$ cat src/rtl/pipe_pkg.sv
// Shared constants for the CPU pipeline stage registers: bus and register
// index widths, control-bundle bit offsets and the bubble control value.
package pipe_pkg;

    localparam int BUS_WIDTH      = 32;
    localparam int REGISTER_SIZE  = 6;
    localparam int ALU_FUNCT_BITS = 3;

    // Bit offsets of the fields packed into the control bundle
    localparam int CTRL_PCEN_BIT      = 0;
    localparam int CTRL_REGWRITE_BIT  = 1;
    localparam int CTRL_ALU1SRC_BIT   = 2;
    localparam int CTRL_REGDST_BIT    = 3;
    localparam int CTRL_ALU1CNTRL_LSB = 4;
    localparam int CTRL_ALU2CNTRL_LSB = CTRL_ALU1CNTRL_LSB + ALU_FUNCT_BITS;
    localparam int CTRL_MEMWRITE_BIT  = CTRL_ALU2CNTRL_LSB + ALU_FUNCT_BITS;
    localparam int CTRL_MEMTOREG_BIT  = CTRL_MEMWRITE_BIT + 1;

    // A bubble keeps the PC advancing but performs no register or memory write
    localparam logic [15:0] CTRL_RST_VAL_DEFAULT = 16'(1) << CTRL_PCEN_BIT;

endpackage

$ cat src/rtl/pipe_slot.sv
// One storage slot of a pipeline stage: valid bit, datapath bundle and control
// bundle. Clear wins over load; a cleared slot keeps its data but parks its
// control bundle at the bubble value.
module pipe_slot
    import pipe_pkg::*;
#(
    parameter int                    DATA_WIDTH   = 128,
    parameter int                    CTRL_WIDTH   = 16,
    parameter logic [CTRL_WIDTH-1:0] CTRL_RST_VAL = CTRL_WIDTH'(CTRL_RST_VAL_DEFAULT)
) (
    input  logic                  clk,
    input  logic                  rst,
    input  logic                  load,
    input  logic                  clear,
    input  logic [DATA_WIDTH-1:0] load_data,
    input  logic [CTRL_WIDTH-1:0] load_ctrl,
    output logic                  valid,
    output logic [DATA_WIDTH-1:0] data,
    output logic [CTRL_WIDTH-1:0] ctrl
);

    // Slot register: reset, then clear, then load in priority order
    always_ff @(posedge clk) begin
        if (rst) begin
            valid <= 1'b0;
            data  <= '0;
            ctrl  <= CTRL_RST_VAL;
        end else if (clear) begin
            valid <= 1'b0;
            ctrl  <= CTRL_RST_VAL;
        end else if (load) begin
            valid <= 1'b1;
            data  <= load_data;
            ctrl  <= load_ctrl;
        end
    end

endmodule

$ cat src/rtl/pipe_stage_reg.sv
// Flow-controlled pipeline stage register with flush/bubble insertion and a
// saturating stall counter. Define PIPE_SKID_EN to add a skid slot, which makes
// InReady a registered signal with no path from OutReady.
module pipe_stage_reg
    import pipe_pkg::*;
#(
    parameter int                    DATA_WIDTH   = 128,
    parameter int                    CTRL_WIDTH   = 16,
    parameter logic [CTRL_WIDTH-1:0] CTRL_RST_VAL = CTRL_WIDTH'(CTRL_RST_VAL_DEFAULT),
    parameter int                    CNT_WIDTH    = 16
) (
    input  logic                  CLK,
    input  logic                  RST,
    input  logic                  Flush,
    input  logic                  InValid,
    output logic                  InReady,
    input  logic [DATA_WIDTH-1:0] InData,
    input  logic [CTRL_WIDTH-1:0] InCtrl,
    output logic                  OutValid,
    input  logic                  OutReady,
    output logic [DATA_WIDTH-1:0] OutData,
    output logic [CTRL_WIDTH-1:0] OutCtrl,
    output logic [CNT_WIDTH-1:0]  StallCount
);

    logic                  main_valid;
    logic [DATA_WIDTH-1:0] main_data;
    logic [CTRL_WIDTH-1:0] main_ctrl;
    logic                  main_free;
    logic                  in_xfer;
    logic                  main_load;
    logic                  main_clear;
    logic [DATA_WIDTH-1:0] main_load_data;
    logic [CTRL_WIDTH-1:0] main_load_ctrl;
    logic [CNT_WIDTH-1:0]  stall_count;

`ifdef PIPE_SKID_EN
    logic                  skid_valid;
    logic [DATA_WIDTH-1:0] skid_data;
    logic [CTRL_WIDTH-1:0] skid_ctrl;
    logic                  skid_load;
    logic                  skid_clear;

    // Main refills from skid first to keep FIFO order; skid catches the input while main is held
    always_comb begin
        main_free      = !main_valid || OutReady;
        in_xfer        = InValid && !skid_valid;
        main_load      = !Flush && main_free && (skid_valid || in_xfer);
        main_clear     = Flush || (main_free && !skid_valid && !in_xfer);
        main_load_data = skid_valid ? skid_data : InData;
        main_load_ctrl = skid_valid ? skid_ctrl : InCtrl;
        skid_load      = !Flush && in_xfer && (skid_valid || !main_free);
        skid_clear     = Flush || (skid_valid && main_free && !in_xfer);
    end

    assign InReady = !skid_valid;

    pipe_slot #(
        .DATA_WIDTH   (DATA_WIDTH),
        .CTRL_WIDTH   (CTRL_WIDTH),
        .CTRL_RST_VAL (CTRL_RST_VAL)
    ) u_skid (
        .clk       (CLK),
        .rst       (RST),
        .load      (skid_load),
        .clear     (skid_clear),
        .load_data (InData),
        .load_ctrl (InCtrl),
        .valid     (skid_valid),
        .data      (skid_data),
        .ctrl      (skid_ctrl)
    );
`else
    // Single slot: accept whenever the slot is empty or draining this cycle
    always_comb begin
        main_free      = !main_valid || OutReady;
        in_xfer        = InValid && main_free;
        main_load      = !Flush && in_xfer;
        main_clear     = Flush || (main_free && !in_xfer);
        main_load_data = InData;
        main_load_ctrl = InCtrl;
    end

    assign InReady = main_free;
`endif

    pipe_slot #(
        .DATA_WIDTH   (DATA_WIDTH),
        .CTRL_WIDTH   (CTRL_WIDTH),
        .CTRL_RST_VAL (CTRL_RST_VAL)
    ) u_main (
        .clk       (CLK),
        .rst       (RST),
        .load      (main_load),
        .clear     (main_clear),
        .load_data (main_load_data),
        .load_ctrl (main_load_ctrl),
        .valid     (main_valid),
        .data      (main_data),
        .ctrl      (main_ctrl)
    );

    // Count cycles where downstream refuses a valid entry, sticking at all-ones
    always_ff @(posedge CLK) begin
        if (RST) begin
            stall_count <= '0;
        end else if (main_valid && !OutReady && (stall_count != '1)) begin
            stall_count <= stall_count + CNT_WIDTH'(1);
        end
    end

    assign OutValid   = main_valid;
    assign OutData    = main_data;
    assign OutCtrl    = main_ctrl;
    assign StallCount = stall_count;

endmodule

$ cat config.mk
export PLATFORM = sky130hd
export DESIGN_NAME = pipe_stage_reg
export DESIGN_NICKNAME = d
export VERILOG_FILES = /design/src/rtl/pipe_pkg.sv /design/src/rtl/pipe_slot.sv /design/src/rtl/pipe_stage_reg.sv
export SDC_FILE = /design/constraint.sdc
export NUM_CORES = 1
export LEC_CHECK = 0
export ABC_AREA = 1
export BUFFER_PORTS_ARGS = -buffer_cell sky130_fd_sc_hd__buf_2
export CAP_MARGIN = 40
export CORE_MARGIN = 4
export CORE_UTILIZATION = 30
export DETAILED_ROUTE_END_ITERATION = 12
export HOLD_SLACK_MARGIN = 0.1
export SYNTH_ARGS = -nofsm -noshare
export SYNTH_HDL_FRONTEND = slang
export SYNTH_SLANG_ARGS = --single-unit
$ cat constraint.sdc
create_clock -name CLK -period 4.3 [get_ports CLK]
set_input_delay 0.215 -clock CLK [delete_from_list [all_inputs] [get_ports CLK]]
set_output_delay 0.215 -clock CLK [all_outputs]
set_load 0.01 [all_outputs]
==> impl_metrics.tcl, run 1 <==
set metrics [dict create \
    avgSynthCellArea_sq_um 7.67 \
    cts_tree "built" \
    ys.flop_type "dfxtp_1" \
    finalMaxSlewViolations 0 \
    grt_pass1_vias 6644 \
    drtIter0Drc 283 \
    ant_nets 0 \
    skew_ns 0.00754 \
    reg2reg_depth 6 \
    worstSetupStartpoint "Flush" \
    grt_first_pass_wirelength_um 33100 \
    cp-end-kind "flip-flop" \
    start_util 0.308 \
    p_sw_frac 0.268 \
    netlist_top_cells_area "dfxtp_1, nor2_1, o21ai_0" \
    finalCritPeriodShare 0.561 \
    clkTransAtPathRegs_ns 0.07 \
    slew_headroom 0.413 \
    cts_inserted_buffers 17 \
    htree_num_levels 4 \
    grtUsageMet2 0.318 \
    min-delay-path-class "primary input to flip-flop" \
    synth_edf_count 0 \
    status "finished clean" \
    p_clk_frac 0.412 \
    finalInstanceArea_sq_um 9720 \
    intPower_mw 2.65 \
    final_util 0.496 \
    place_ws_ns 1.97 \
    placedCellCount 1319 \
    fp.dieArea_sq_um 22400 \
    ys_warn_count 0 \
    drc 0 \
    max_freq_mhz 415 \
    power.total_mw 3.62 \
    vias_per_cell 4.42 \
    gp_congestion 0.790 \
    syn-num-nets 936 \
    grt_use_total 0.183 \
    num_vias 6613 \
    drt_pass1_iterations 4 \
    total_leakage_power_nw 4.61 \
    power_frac_comb 0.141 \
    ir_drop_mv 0.243 \
    async_flop_share 0 \
    hold_viol_final 0 \
    rrSetupSlack_ns 2.00 \
    drt-wirelength-per-cell_um 13.9 \
    clk_latency_ns 0.42 \
    busiest_layer "met2" \
    dpl.hpwl_um 13000 \
    rows 51 \
    worstPathRequired_ns 4.65 \
    fillCellCount 1895 \
    setup_slack_ns 1.89 \
    worst_pin_slew_ns 0.880 \
    cp-start-kind "primary input" \
    nets 1369 \
    die_y_um 150 \
    grt_start_max_net_pins 95 \
    yosys.area.top_type "dfxtp_1" \
    synth_top_cells_by_count "nor2_1, dfxtp_1, o21ai_0, nand2_1, clkbuf_1" \
    use_met1 0.206 \
    synth_cell_types 27 \
    rsz0062_at_grt "no" \
    core_area_sq_um 19600 \
    placed_cell_area_sq_um 7690 \
    ys_ff_latch 161 \
    whs_ns 0.258 \
    powerDensity_nw_per_um2 372 \
    cts_sinks 161 \
    worstSetupPathType "primary input to flip-flop" \
    cap_violations 0 \
    gr-usage-met3 0.0594 \
    final_layout_size_suffix_gt1_frac 0.303 \
    worstPathMaxFanout 57 \
    seq_area_frac_synth 0.535 \
    p_sw_mw 0.971 \
    synth.most_common_cell "nor2_1" \
    totalWireLength_um 20700 \
    syn_inst 786 \
    overflow 0 \
    finalSetupViolCount 0 \
    regToRegStartpoint "u_main.valid" \
    fp.dieW_um 150 \
    synth_top_cell_area_share 0.535 \
    cts_buffer_depth 2 \
    worst_ep_arrival_time_ns 2.76 \
    period_minus_slack_ns 2.41 \
    cts_root_buf "clkbuf_16" \
    mappedNetlistArea_sq_um 6030 \
    seqCellArea_sq_um 3220 \
    ctsResizeCount 0 \
    reg2reg_to "u_main.data[56]" \
    setup-tns-final_ns 0 \
    fin_cells 1497 \
    syn2layout_area_growth_pct 61.3 \
    multiInputGateArea_sq_um 2460 \
    pwr-share-seq 0.447 \
    pin_count 311 \
    io_buffer_count 310 \
    crit_end "u_main.data[56]" \
    grt_antenna_before_repair 1 \
]
## worst min-delay path by stage
| stage | startpoint | end | cells after the start | slack (ns) |
|---|---|---|---|---|
| floorplan | RST | StallCount[12] | 1 | 0.28 |
| global placement | InCtrl[14] | u_main.ctrl[14] | 3 | 0.44 |
| detailed placement | InCtrl[6] | u_main.ctrl[6] | 3 | 0.44 |
| CTS | InValid | u_main.valid | 3 | 0.25 |
| global route | InValid | u_main.valid | 3 | 0.30 |
| finish | InValid | u_main.valid | 3 | 0.26 |
## critical path, cell delays in order
cell and delay, ns:
dlygate4sd3_1 0.54, buf_2 0.15, nor2_2 0.15, nand2_4 0.29
inv_4 0.59, buf_4 0.55, nor2_1 0.09, nor2_1 0.15
## timing repair
| action | 4_1_cts | 5_1_grt |
|---|---|---|
| endpoints found under the setup margin | 0 | 0 |
| setup buffers | 0 | 0 |
| hold endpoints to repair | 146 | 0 |
| hold buffers | 146 | 0 |
## cells by family after synthesis
group,after synthesis,synth area share
buffers and inverters,67,0.0569
adders and majority gates,1,0.00207
and+or+nand+nor,401,0.274
AOI/OAI and AO/OA,156,0.133
DFF,161,0.535
## power by group through the flow
stage	registers, mW	clock network, mW	logic, mW
floorplan	1.69	0	0.175
global placement	1.65	0	0.403
detailed placement	1.65	0	0.405
global route	1.63	1.60	0.571
CTS	1.62	1.54	0.509
finish	1.62	1.49	0.510
## final cells by class
cell class                      count  share of cell area
Clock buffer                       18              0.0441
Clock inverter                     13              0.0148
Inverter                           20             0.00811
Multi-Input combinational cell    558               0.253
Antenna cell                        1            0.000257
Tap cell                          265              0.0341
Timing Repair Buffer              461               0.314
Sequential cell                   161               0.331
## layer usage
layer / vias up / routed length (um)
li1: 3382 / -
met5: - / 0
met1: 2960 / 8400
met3: 37 / 1760
met4: 0 / 572
met2: 234 / 10000
## cell usage in the layout, fill, tap and decap left out, drive strengths merged, types with 4 or more instances in the layout
cell type	synthesis	final
nor2	331	331
clkinv	0	5
a21oi	10	10
inv	20	26
dlygate4sd3	0	146
nand4	4	4
dfxtp	161	161
clkbuf	22	18
buf	25	315
nand3	17	17
o21ai	145	145
nand2	47	47
## state kept, by name, summed over array words and instances (netlist names)
register and count:
u_main.data 128, u_main.ctrl 16, u_main.valid 1, StallCount 16
No activity file was read; power rests on OpenSTA's default activity.
==> inputs of run 2 (changes only) <==
Clock period 4.3 ns to 1.9 ns, I/O delays scaled along.
==> run 2 against run 1 <==
- design area grew 1.5%
- first-iteration DRC count down 20%
- power up 130%
- flip-flop and latch count is the same
- combinational power grew 130%
- worst hold slack lost 0.10 ns
- largest power group unchanged
- worst setup slack worse by 1.5 ns
- critical path type unchanged
==> impl_metrics.tcl, run 2 (synthesis results as in run 1) <==
set metrics [dict create \
    setup_slack_ns 0.347 \
    worst_ep_arrival_time_ns 1.89 \
    cp-end-kind "flip-flop" \
    grt_antenna_before_repair 0 \
    intPower_mw 6.30 \
    grt_use_total 0.175 \
    nets 1376 \
    p_sw_mw 2.13 \
    fin_cells 1504 \
    gp_congestion 0.813 \
    fp.dieW_um 150 \
    finalSetupViolCount 0 \
    ant_nets 0 \
    finalCritPeriodShare 0.818 \
    io_buffer_count 310 \
    vias_per_cell 4.45 \
    regToRegStartpoint "u_main.valid" \
    worstPathRequired_ns 2.24 \
    p_sw_frac 0.252 \
    pin_count 311 \
    skew_ns 0.00601 \
    cap_violations 0 \
    min_from "InValid" \
    worstSetupPathType "primary input to flip-flop" \
    drt_pass1_iterations 4 \
    cts_sinks 161 \
    worstPathMaxFanout 38 \
    hold_depth 5 \
    cp-start-kind "primary input" \
    ctsHoldBuffers 147 \
    setup-tns-final_ns 0 \
    finalInstanceArea_sq_um 9870 \
    drc 0 \
    drtIter0Drc 226 \
    cts_setup_buffers 0 \
    min_delay_worst_endpoint "u_main.ctrl[3]" \
    cts_tree "built" \
    diodes 0 \
    grt_first_pass_wirelength_um 31800 \
    reg2reg_to "u_main.data[84]" \
    largest_reg_flops 128 \
    fp.dieArea_sq_um 22400 \
    placed_cell_area_sq_um 7780 \
    cts_inserted_buffers 17 \
    cts_buffer_depth 2 \
    rows 51 \
    overflow 0 \
    period_minus_slack_ns 1.55 \
    drt-wirelength-per-cell_um 13.5 \
    final_layout_size_suffix_gt1_frac 0.307 \
    place_ws_ns 0.377 \
    status "finished clean" \
    ir_drop_mv 0.583 \
    max_freq_mhz 644 \
    dpl.hpwl_um 13100 \
    placedCellCount 1325 \
    cts_root_buf "clkbuf_16" \
    start_util 0.308 \
    htree_num_levels 4 \
    final_util 0.504 \
    syn2layout_area_growth_pct 63.7 \
    layout_common_cells "nor2_1, buf_2, dfxtp_1" \
    worstSetupStartpoint "Flush" \
    core_area_sq_um 19600 \
    grt_pass1_vias 6499 \
    p_clk_frac 0.426 \
    clk_latency_ns 0.41 \
    slew_headroom 0.600 \
    min-delay-path-class "primary input to flip-flop" \
    finalMaxSlewViolations 0 \
    grt_start_max_net_pins 145 \
    regMostFlops "u_main.data" \
    hold_viol_final 0 \
    ctsResizeCount 0 \
    clkTransAtPathRegs_ns 0.06 \
    rrSetupSlack_ns 0.36 \
    final_common_cell "nor2_1" \
    num_vias 6695 \
    power_frac_comb 0.140 \
    worst_pin_slew_ns 0.600 \
    pwr-share-seq 0.434 \
    total_leakage_power_nw 4.68 \
    die_y_um 150 \
    rsz0062_at_grt "no" \
    totalWireLength_um 20200 \
    reg2reg_depth 6 \
    powerDensity_nw_per_um2 854 \
]
run 2: changes by cell type in the layout (fill, tap and decap cells not counted), sizes merged:
cell | before | now
dlygate4sd3 | 146 | 147
clkbuf | 18 | 19
buf | 315 | 321
clkinvlp | 1 | 3
clkinv | 5 | 2
bufinv | 1 | 3
diode | 1 | 0
inv | 26 | 25
run 2: layout make-up:
type                    instances  area, sq um
multi-input cells             558         2460
clock inverters                13          175
fillers                      1874         9720
well taps                     265          332
inverters                      20         78.8
flip-flops and latches        161         3220
repair buffers                468         3160
clock buffers                  19          443
run 2: per-stage QoR:
step	hold slack, ns	power [mW]
global placement	0.311	4.66
finish	0.157	8.43
floorplan	0.164	4.23
detailed placement	0.325	4.67
global route	0.178	8.84
CTS	0.139	8.56
run 2: worst max path at each step:
stage	to	cells past startpoint
2_1_floorplan	StallCount[2]	7
3_3_place_gp	u_main.data[94]	6
3_5_place_dp	u_main.data[85]	6
4_1_cts	u_main.data[85]	6
5_1_grt	u_main.data[50]	5
6_report	u_main.data[84]	8
run 2: worst max-delay path, cell delays in order:
cell and delay (ns):
dlygate4sd3_1 0.54, buf_2 0.15, nor2_2 0.14, nand2_4 0.08
inv_4 0.35, buf_4 0.32, nor2_1 0.08, nor2_1 0.12
run 2: power groups by stage:
stage / logic [mW] / registers (mW) / clock network (mW)
after floorplan: 0.396 / 3.83 / 0
after global placement: 0.931 / 3.73 / 0
after detailed placement: 0.937 / 3.73 / 0
after CTS: 1.17 / 3.66 / 3.72
after global routing: 1.31 / 3.68 / 3.84
final: 1.18 / 3.66 / 3.59
run 2: per-layer routing:
| metal | vias up | wire, um | track usage |
|---|---|---|---|
| li1 | 3387 | - | - |
| met1 | 3021 | 8190 | 0.197 |
| met2 | 254 | 9700 | 0.300 |
| met3 | 33 | 1900 | 0.0642 |
| met4 | 0 | 450 | 0.0704 |
| met5 | - | 0 | 0 |
==> inputs of run 3 (changes only) <==
Clock period 1.9 ns to 1.38 ns, I/O delays scaled along.
==> run 3 against run 2 <==
- worst hold slack better by 0.027 ns
- first-iteration DRC count is 1.8% lower
- largest cell class is now buffers
- power is 35% higher
- die area stayed put
- utilization is 2.1 points higher
- critical path type is now flip-flop to output pin
==> impl_metrics.tcl, run 3 (synthesis results as in run 1) <==
set metrics [dict create \
    status "finished clean" \
    max_freq_mhz 746 \
    totalWireLength_um 22100 \
    p_sw_frac 0.268 \
    regToRegStartpoint "StallCount[1]" \
    total_leakage_power_nw 4.89 \
    gp_congestion 0.840 \
    syn2layout_area_growth_pct 70.6 \
    rrSetupSlack_ns 0.04 \
    final_layout_size_suffix_gt1_frac 0.342 \
    pwr-share-seq 0.444 \
    clk_latency_ns 0.42 \
    nets 1411 \
    powerDensity_nw_per_um2 1100 \
    start_util 0.308 \
    drc 0 \
    reg2reg_to "StallCount[11]" \
    skew_ns 0.0104 \
    drt-wirelength-per-cell_um 14.4 \
    fp.dieArea_sq_um 22400 \
    final_common_cell "nor2_1" \
    grt_use_total 0.183 \
    p_sw_mw 3.04 \
    finalMaxSlewViolations 0 \
    worstPathMaxFanout 5 \
    core_area_sq_um 19600 \
    largest_reg_flops 128 \
    worstSetupStartpoint "u_main.valid" \
    pin_count 311 \
    cp-end-kind "output pin" \
    p_clk_frac 0.403 \
    power_frac_comb 0.153 \
    finalInstanceArea_sq_um 10300 \
    cts_root_buf "clkbuf_16" \
    intPower_mw 8.32 \
    finalCritPeriodShare 0.972 \
    htree_num_levels 4 \
    vias_per_cell 4.47 \
    cts_inserted_buffers 17 \
    diodes 0 \
    cts_sinks 161 \
    cap_violations 0 \
    hold_viol_final 0 \
    slew_headroom 0.764 \
    reg2reg_depth 6 \
    grt_antenna_before_repair 0 \
    dpl.hpwl_um 13600 \
    ant_nets 0 \
    drtIter0Drc 222 \
    worst_pin_slew_ns 0.351 \
    period_minus_slack_ns 1.34 \
    rows 51 \
    final_util 0.525 \
    cp-start-kind "flip-flop" \
    crit_end "InReady" \
    grt_pass1_vias 6718 \
    layout_common_cells "nor2_1, buf_2, dfxtp_1" \
    worst_ep_arrival_time_ns 1.27 \
    finalSetupViolCount 0 \
    cts_tree "built" \
    fillCellCount 1810 \
    num_vias 6878 \
    fp.dieW_um 150 \
    die_y_um 150 \
    grt_start_max_net_pins 72 \
    whs_ns 0.184 \
    overflow 0 \
    placed_cell_area_sq_um 8010 \
    worstPathRequired_ns 1.31 \
    io_buffer_count 310 \
    min-delay-path-class "primary input to flip-flop" \
    regMostFlops "u_main.data" \
    clkTransAtPathRegs_ns 0.06 \
    rsz0062_at_grt "yes" \
    grt_first_pass_wirelength_um 33100 \
    worstSetupPathType "flip-flop to output pin" \
    ir_drop_mv 0.753 \
    min_from "OutReady" \
    cts_buffer_depth 2 \
    drt_pass1_iterations 4 \
]
run 3: through the flow:
stage          setup WS, ns  setup TNS, ns  power (mW)  instances
2_1_floorplan        0.0150              0        5.82        786
3_3_place_gp         0.0344              0        6.47       1350
6_report             0.0391              0        11.4       1538
4_1_cts             0.00448              0        11.4       1527
3_5_place_dp         0.0116              0        6.48       1350
5_1_grt             -0.0581         -0.365        11.9       1538
run 3: final cells by class:
type                       count  area (sq um)  share of cell area
clock buffer                  18           429              0.0417
clock inverter                13           129              0.0125
inverter                      20          88.8             0.00864
multi-input combinational    559          2550               0.248
sequential                   161          3230               0.314
tap                          265           332              0.0322
timing repair buffer         502          3530               0.343
run 3: worst min path at each step:
| stage | to | depth (start not counted) |
|---|---|---|
| 2_1_floorplan | StallCount[12] | 1 |
| 3_3_place_gp | u_main.ctrl[7] | 3 |
| 5_1_grt | u_main.valid | 4 |
| 4_1_cts | u_main.valid | 4 |
| 6_report | u_main.valid | 5 |
| 3_5_place_dp | u_main.ctrl[3] | 3 |
run 3: power groups by stage:
stage | Combinational [mW] | Clock (mW) | Sequential [mW]
after floorplan | 0.545 | 0 | 5.27
after global placement | 1.33 | 0 | 5.13
after detailed placement | 1.34 | 0 | 5.14
after CTS | 1.66 | 4.71 | 5.04
after global routing | 1.92 | 4.87 | 5.07
final | 1.74 | 4.58 | 5.04
run 3: critical path, cell delays in order (launching register included):
cell,delay [ns]
dfxtp_2,0.35
nand2_4,0.09
buf_12,0.15
buf_4,0.13
buf_2,0.14
run 3: repair_timing:
action / 4_1_cts / 5_1_grt
endpoints found under the setup margin: 0 / 74
hold buffers: 146 / 0
resized for setup: 0 / 31
hold endpoints to repair: 146 / 0
setup buffers: 0 / 7
run 3: layer usage:
layer  up-vias  share of wire  track usage
met2       284           0.49        0.322
met5         -              0            0
met4         0          0.019       0.0567
li1       3458              -            -
met1      3105           0.40        0.206
met3        31          0.088       0.0690
